===== config.mk =====
export PLATFORM = sky130hd
export DESIGN_NAME = gnrl_sync_fifo
export DESIGN_NICKNAME = d
export VERILOG_FILES = /design/src/rtl/gnrl_sync_fifo.sv
export SDC_FILE = /design/constraint.sdc
export NUM_CORES = 1
export LEC_CHECK = 0
export BUFFER_PORTS_ARGS = -buffer_cell sky130_fd_sc_hd__clkbuf_2
export CAP_MARGIN = 20
export CORE_MARGIN = 5
export CORE_UTILIZATION = 25
export DETAILED_ROUTE_END_ITERATION = 8
export GPL_TIMING_DRIVEN = 0
export PLACE_DENSITY = 0.45
export SLEW_MARGIN = 40
export SYNTH_ARGS = -nofsm -noshare
export SYNTH_HDL_FRONTEND = slang
export SYNTH_SLANG_ARGS = --single-unit

===== constraint.sdc =====
create_clock -name clk -period 2.71 [get_ports clk]
set_input_delay 0.542 -clock clk [delete_from_list [all_inputs] [get_ports clk]]
set_output_delay 0.542 -clock clk [all_outputs]
set_load 0.05 [all_outputs]

===== src/rtl/gnrl_sync_fifo.sv =====
// gnrl_sync_fifo: single-clock valid/ready FIFO used between pipeline stages.
// Output data is always read from storage, so the data path is cut between
// writer and reader (no fall-through when empty, no pass-through when full).
//
// Ports:
//   clk, rst_n   clock (rising edge), asynchronous active-low reset
//   flush        synchronous clear of pointers and count; same-cycle push/pop dropped
//   i_valid      writer presents i_data
//   i_ready      FIFO can accept (not full); push = i_valid & i_ready
//   i_data       write data
//   o_valid      head entry valid (not empty); pop = o_valid & o_ready
//   o_ready      reader accepts head entry
//   o_data       head entry data (don't-care while o_valid = 0)
//   count        occupied entries, 0..DEPTH
module gnrl_sync_fifo #(
  parameter int unsigned WIDTH = 32,
  parameter int unsigned DEPTH = 4,
  localparam int unsigned AW   = $clog2(DEPTH)
) (
  input  logic             clk,
  input  logic             rst_n,
  input  logic             flush,
  input  logic             i_valid,
  output logic             i_ready,
  input  logic [WIDTH-1:0] i_data,
  output logic             o_valid,
  input  logic             o_ready,
  output logic [WIDTH-1:0] o_data,
  output logic [AW:0]      count
);

  localparam int unsigned PTR_W = AW + 1;

  logic [WIDTH-1:0] mem [DEPTH];
  logic [PTR_W-1:0] wr_ptr;
  logic [PTR_W-1:0] rd_ptr;
  logic [AW-1:0]    wr_idx;
  logic [AW-1:0]    rd_idx;
  logic             empty;
  logic             full;
  logic             push;
  logic             pop;

  // Status derived only from registered pointers; MSB is the wrap bit.
  assign wr_idx  = wr_ptr[AW-1:0];
  assign rd_idx  = rd_ptr[AW-1:0];
  assign empty   = (wr_ptr == rd_ptr);
  assign full    = (wr_idx == rd_idx) && (wr_ptr[AW] != rd_ptr[AW]);
  assign i_ready = !full;
  assign o_valid = !empty;
  assign o_data  = mem[rd_idx];
  assign push    = i_valid && !full;
  assign pop     = o_ready && !empty;

  // Storage: load-enable flops without reset; a flushed push is not stored.
  always_ff @(posedge clk) begin
    if (push && !flush) begin
      mem[wr_idx] <= i_data;
    end
  end

  // Control state: pointers and occupancy.
  always_ff @(posedge clk or negedge rst_n) begin
    if (!rst_n) begin
      wr_ptr <= '0;
      rd_ptr <= '0;
      count  <= '0;
    end else if (flush) begin
      wr_ptr <= '0;
      rd_ptr <= '0;
      count  <= '0;
    end else begin
      if (push) begin
        wr_ptr <= wr_ptr + PTR_W'(1);
      end
      if (pop) begin
        rd_ptr <= rd_ptr + PTR_W'(1);
      end
      unique case ({push, pop})
        2'b10:   count <= count + PTR_W'(1);
        2'b01:   count <= count - PTR_W'(1);
        default: count <= count;
      endcase
    end
  end

endmodule


Yosys cells after proc, flatten, opt, wreduce, memory -nomap -nowiden:

Memory sizes are Yosys's and may differ from the RTL's.
Index checks and enable logic that the tools add are counted.

* input bits: 37
* output and inout port bits: 37
* register bits after elaboration: 9
* latch bits: 0
* RAM bits: 128
* memories: 1
* memory bits (read-only): 0

* $add $sub $neg: 4
* shift operators: 0
* multiplexer cells: 8
* multipliers: 0
* bitwise operators: 0
* reduce and logical (&&, ||, !) cells: 10
* $lt $le $gt $ge: 0
* equality and inequality tests: 5
* divide/modulo/power cells: 0

Memory list
* mem: words 4, bits a word 32, read ports 1, clocked after Yosys merged registers in 0, write ports 1, RTL line 34 `logic [WIDTH-1:0] mem [DEPTH];`

Operators with widths (count)
* two-way mux 3 bit: 5
* adder 3 x 1 -> 3 bit, second input constant: 3
* case mux 3 bit (2 select lines): 1
* logical AND 1 bit: 4
* nonzero test 2 bit: 2
* == test 3 bit: 1
* logical NOT 1 bit: 3
* nonzero test 3 bit: 1
* subtractor 3 x 1 -> 3 bit, second input constant: 1
* == test 2 x 1 -> 1 bit, second input constant: 1
* == test 2 bit: 1
* == test 2 bit, second input constant: 1
* two-way mux 1 bit: 2
* inequality test 1 bit: 1

Depth between registers and ports, before layout:

Gate-level depths: netlist (run 1).

* depth after elaboration: 7
* mapped depth: 8

Worst setup path before layout (run 1):

No wires, ideal clock.

* path kind: register to register
* from: register rd_ptr[1]
* to: memory mem[0][0] (enable)
* period minus slack after synthesis: 2.249 ns
* path buffers: 1
* path slack: 0.461 ns
* cell stages (with the launch flop): 7
* arrival: 1.857 ns
* required time: 2.318 ns
* setup time: 0.392 ns
* cell sequence: dfrtp_1 > buf_4 > xnor2_2 > nand2_1 > o21ai_1 > nor2_1 > and2_1

* word-level cells in the longest chain between the ends: 7

RTL lines
* from (decl): RTL line 36 `logic [PTR_W-1:0] rd_ptr;`
* from (signal assigned): RTL line 77 `rd_ptr <= rd_ptr + PTR_W'(1);`
* == test 2 bit: RTL line 48 `assign full = (wr_idx == rd_idx) && (wr_ptr[AW] != rd_ptr[AW]);`
* logical AND 1 bit: RTL line 48
* logical NOT 1 bit: RTL line 52 `assign push = i_valid && !full;`
* logical AND 1 bit: RTL line 52
* logical AND 1 bit: RTL line 57 `if (push && !flush) begin`
* two-way mux 1 bit: RTL line 57
* two-way mux 1 bit (implied by the code): RTL line 58 `mem[wr_idx] <= i_data;`
* to (decl): RTL line 34

No other way between the ends.

Worst setup path in the final report (run 1):

* from: register rd_ptr[0]
* to: output o_data[7]

* word-level cells in the longest chain between the ends: 1

RTL lines
* memory read (4 x 32 bit)
* to (decl): RTL line 28 `output logic [WIDTH-1:0] o_data,`

No other way between the ends.

==> results.yml, run 1 <==
clock_network:
  clk_pin_slew_ns: 0.06
  cts_sinks: 137
  root_buffer: "clkbuf_16"
  cts_tree: "built"
  htreeDepth: 4
  cts_buffers: 17
  insertion_delay_ns: 0.41
  post-cts-setup-buffers: 0
  cts_buffer_depth: 2
min_path:
  whs_endpoint: "mem[1][30]"
  holdPathStages: 1
  hp-start: "i_data[30]"
  hold_class: "primary input to flip-flop"
drt:
  firstDrtPassIters: 4
  drtAntennaViolNets: 0
  vias_per_cell: 4.06
  drc_errors: 0
  dr_total_vias: 2499
  post_drt_wl_per_cell_um: 16.7
  wl_um: 10300
  drt_iter0_markers: 91
final_layout:
  antenna_cells: 0
  synthToLayoutAreaGrowth_pct: 27.5
  final_cells: 615
  fin_area_um2: 6690
  drive_above_1_share_pct: 46.2
  nNetsFinal: 370
  final_util_pct: 32.1
timing:
  setup_ws_ns: 0.160
  slew_violations: 0
  fin_crit_sh_pct: 94.1
  setup_viol: 0
  fmax_mhz: 392
  setup-tns-final_ns: 0
  rsz0062_at_grt: "true"
  hold_viol: 0
  worstMarginPinSlew_ns: 0.447
  slew_headroom_pct: 70.2
  holdWs_ns: 0.341
  worst_clock_skew_ns: 0.00806
  fin_crit_ns: 2.55
setup_path:
  r2r_end: "count[2]"
  worst-path-buf-inv: 3
  slowest_stage: "mux4_2"
  path_class: "flip-flop to primary output"
  startpoint_type: "flip-flop"
  worst_ep_arrival_time_ns: 2.01
  cp.required_ns: 2.17
  r2r_start: "rd_ptr[1]"
  r2r_cells: 8
  cp_max_fo: 10
  ff2ff_setup_slack_ns: 0.41
  cp.depth: 4
  cpLargestDelayFamily: "buffers and inverters"
  slowest_delay_ns: 0.55
  crit_path_cell_trace: "buf_6 -> buf_4 -> mux4_2 -> clkbuf_2"
  end_kind: "primary output"
placed_design:
  io_buffers: 73
  dp_slack_ns: 0.315
  gp_congestion: 0.714
  postPlaceCellArea_um2: 6070
  dp.final_hpwl_um: 6810
  place.detailed.instances: 583
synthesis:
  synth_edf_count: 128
  synth.area.top_cells: "edfxtp_1, mux4_2, dfrtp_1"
  syn_inst: 231
  yosysTopAreaCell: "edfxtp_1"
  yosysMostFrequentCell: "edfxtp_1"
  synth_commonest_cells: "edfxtp_1, mux4_2, nor2_1, dfrtp_1"
  synth-async-reset-ratio_pct: 6.57
  ys_seq_elements: 137
  ys_types: 30
  avgSynthCellArea_um2: 22.7
  syn_nets: 274
  yosysSeqAreaShare_pct: 77.5
  synth_top_area_share_pct: 73.2
  ys_warn_count: 0
  syn-cell-area_um2: 5250
  synthFlopType: "edfxtp_1"
power_and_ir_drop:
  p_per_area_nw_per_um2: 912
  ir_drop_uv: 443
  total_power_mw: 6.10
  p_leak_nw: 2.31
die:
  die_h_um: 155
  fp.dieW_um: 155
  num_rows: 53
  die-area_um2: 24000
  coreArea_um2: 20800
  initial_utilization_pct: 25.2
  io_pins: 74
global_routing:
  grt_pass1_vias: 2756
  grt_max_degree: 20
  grt-ovfl-total: 0
  grtUsageTotal_pct: 9.08
  grt_pass1_wl_um: 16000
  antenna_found_initial: 0
outcome:
  status: "finished clean"
job:
  drv_cap: 0
==> metal layers <==
metal	track usage [%]	vias up	wire, um	share of wire, %
met5	0	-	0	0
met4	3.03	0	140	1.4
met3	3.76	11	588	5.7
met2	15.2	60	5300	52
met1	10.6	1289	4240	41
li1	-	1139	-	-
==> cell families after synthesis <==
kind of cell               Yosys count  share of synthesized area, %
adders and majority gates            6                          1.57
muxes                               36                          14.5
AOI/OAI and AO/OA                    8                          1.22
DFF                                137                          77.5
buffers and inverters               12                          1.14
xor gates and xnor gates             8                          1.76
and+or+nand+nor                     24                          2.24
==> worst max-delay path by stage <==
stage,from,endpoint,slack (ns)
floorplan,rd_ptr[1],mem[0][0],0.46
global placement,rd_ptr[1],mem[2][4],-0.41
detailed placement,rd_ptr[1],o_data[7],0.32
CTS,rd_ptr[1],o_data[7],0.02
global route,rd_ptr[0],o_data[13],0.007
finish,rd_ptr[0],o_data[7],0.16
==> cell type report <==
class / count / area [um2]
Multi-Input combinational cell: 82 / 1130
Buffer: 8 / 60.1
Tap cell: 275 / 344
Clock inverter: 14 / 170
Fill cell: 2060 / 14100
Inverter: 3 / 11.3
Sequential cell: 137 / 4070
Timing Repair Buffer: 78 / 478
Clock buffer: 18 / 429
==> what timing repair did <==
item,CTS,global route
setup endpoints to repair,29,15
endpoints found under the hold margin,9,0
gates resized for setup,5,4
hold buffers,1,0
==> flip-flops by register name, summed over array words and instances (netlist names) <==
signal,flops
mem,128
wr_ptr,3
rd_ptr,3
count,3
==> power by group <==
group / internal [mW] / switching, mW / total [mW]
combinational: 0.436 / 0.902 / 1.34
sequential: 2.40 / 0.0367 / 2.44
clock: 1.45 / 0.877 / 2.33
==> cell usage in the layout, fill, tap and decap left out, drive strengths merged <==
cell type,count
fa,1
o211ai,1
dfrtp,9
and2,5
o21ai,2
edfxtp,128
clkinvlp,3
clkinv,4
nand2b,1
nor2b,1
ha,5
dlygate4sd3,1
a31oi,1
bufinv,3
mux4,32
inv,7
xnor2,5
a31o,1
mux2i,3
xor2,3
a221oi,1
a21oi,1
nor3,1
buf,9
nand2,2
mux2,1
a21boi,1
nand3,3
clkbuf,94
nor2,11
Note: power is estimated with default switching activity, not from simulation.
==> inputs of run 2 (changes only) <==
==> constraint.sdc (replaced) <==
create_clock -name clk -period 2.71 [get_ports clk]
set_input_delay 0.271 -clock clk [delete_from_list [all_inputs] [get_ports clk]]
set_output_delay 0.271 -clock clk [all_outputs]
set_load 0.05 [all_outputs]
==> run 2 against run 1 <==
Effect of this change:
- via count about the same
- wire length rose by 0.43%
- largest cell class unchanged
- highest routed layer unchanged
- critical endpoint is now o_data[13]
- die area unchanged
- register-to-register slack better by 0.06 ns
- first-iteration DRC count increased by 8.8%
- critical path depth unchanged
- sequential power about the same
- worst hold slack worse by 0.27 ns
- count of clock-buffer cells in the layout is the same
==> results.yml, run 2 (synthesis results as in run 1) <==
timing:
  hold_viol: 0
  fin_crit_sh_pct: 91.4
  slew_headroom_pct: 53.0
  setup-tns-final_ns: 0
  worst_clock_skew_ns: 0.00828
  fin_crit_ns: 2.48
  setup_viol: 0
  rsz0062_at_grt: "false"
  setup_ws_ns: 0.234
  worstMarginPinSlew_ns: 0.704
  fmax_mhz: 404
  slew_violations: 0
final_layout:
  antenna_cells: 0
  nFillCells: 2061
  synthToLayoutAreaGrowth_pct: 27.3
  nNetsFinal: 371
  layout_common_cells: "edfxtp_1, clkbuf_2, mux4_2"
  multi_input_area_um2: 1130
  final_util_pct: 32.1
  regMostFlops: "mem"
  final-seq-area_um2: 4070
  drive_above_1_share_pct: 45.5
  largest_register_ffs: 128
  final_cells: 616
  final_common_cell: "edfxtp_1"
power_and_ir_drop:
  p_per_area_nw_per_um2: 913
  ir_drop_uv: 438
  total_power_mw: 6.10
  p_leak_nw: 2.30
setup_path:
  end_kind: "primary output"
  r2r_start: "rd_ptr[1]"
  cp.required_ns: 2.44
  path_class: "flip-flop to primary output"
  cp_max_fo: 10
  startpoint: "rd_ptr[1]"
  worst_ep_arrival_time_ns: 2.21
  startpoint_type: "flip-flop"
die:
  initial_utilization_pct: 25.2
  die_h_um: 155
  fp.dieW_um: 155
  io_pins: 74
  num_rows: 53
  coreArea_um2: 20800
  die-area_um2: 24000
drt:
  drt_iter0_markers: 99
  post_drt_wl_per_cell_um: 16.7
  drc_errors: 0
  drtAntennaViolNets: 0
  firstDrtPassIters: 4
  vias_per_cell: 4.06
  wl_um: 10300
  dr_total_vias: 2500
job:
  drv_cap: 0
clock_network:
  cts_buffer_depth: 2
  cts_sinks: 137
  cts_buffers: 17
  insertion_delay_ns: 0.41
  htreeDepth: 4
  cts_resized: 0
  root_buffer: "clkbuf_16"
  clk_pin_slew_ns: 0.06
  cts_tree: "built"
placed_design:
  place.detailed.instances: 583
  dp_slack_ns: 0.456
  gp_congestion: 0.714
  dp.final_hpwl_um: 6810
  io_buffers: 73
global_routing:
  grtUsageTotal_pct: 9.09
  grt_pass1_wl_um: 16000
  grt-ovfl-total: 0
  grt_max_degree: 20
  grt_pass1_vias: 2753
  antenna_found_initial: 0
min_path:
  hp-start: "i_data[30]"
  hold_class: "primary input to flip-flop"
outcome:
  status: "finished clean"
## run 2: layout make-up
cell class | count | share of cell area [%]
multi-input combinational | 82 | 16.9
clock inverter | 14 | 2.55
buffer | 9 | 0.731
timing repair buffer | 78 | 7.16
inverter | 3 | 0.169
tap | 275 | 5.15
sequential | 137 | 60.9
clock buffer | 18 | 6.43
## run 2: worst paths after layout
path | depth (start not counted) | endpoint | slack [ns]
worst max-delay path | 4 | o_data[13] | 0.23
worst min-delay path | 1 | mem[1][30] | 0.07
worst max register to register | 8 | count[2] | 0.47
worst min register to register | 2 | wr_ptr[2] | 0.59
max in group asynchronous | 2 | wr_ptr[0] | 2.25
min in group asynchronous | 2 | count[1] | 0.25
## run 2: where the power goes
group / internal [mW] / total (mW) / leakage, nW / switching [mW]
Combinational: 0.426 / 1.33 / 0.733 / 0.904
Clock: 1.45 / 2.33 / 0.285 / 0.880
Sequential: 2.40 / 2.44 / 1.28 / 0.0366
## run 2: per-stage QoR
stage                     cell area (um2)  hold WS [ns]
after floorplan                      5250       -0.0246
after global placement               5960         0.148
after detailed placement             6070         0.156
after CTS                            6680        0.0515
after global routing                 6680        0.0492
final                                6680        0.0700
## run 2: worst max-delay path, cell delays in order, from the launching register on
cell	delay (ns)
dfrtp_1	0.35
buf_4	0.19
clkbuf_1	0.56
mux4_2	0.42
clkbuf_2	0.26
## run 2: layer usage
| layer | wire [um] | GRT usage (%) | up-vias |
|---|---|---|---|
| met5 | 0 | 0 | - |
| met3 | 567 | 3.76 | 11 |
| met4 | 140 | 3.03 | 0 |
| met1 | 4230 | 10.6 | 1290 |
| met2 | 5360 | 15.2 | 58 |
| li1 | - | - | 1141 |
## run 2: what timing repair did
item,in CTS,in global routing
endpoints found under the hold margin,9,0
buffers inserted,0,0
hold buffers,1,0
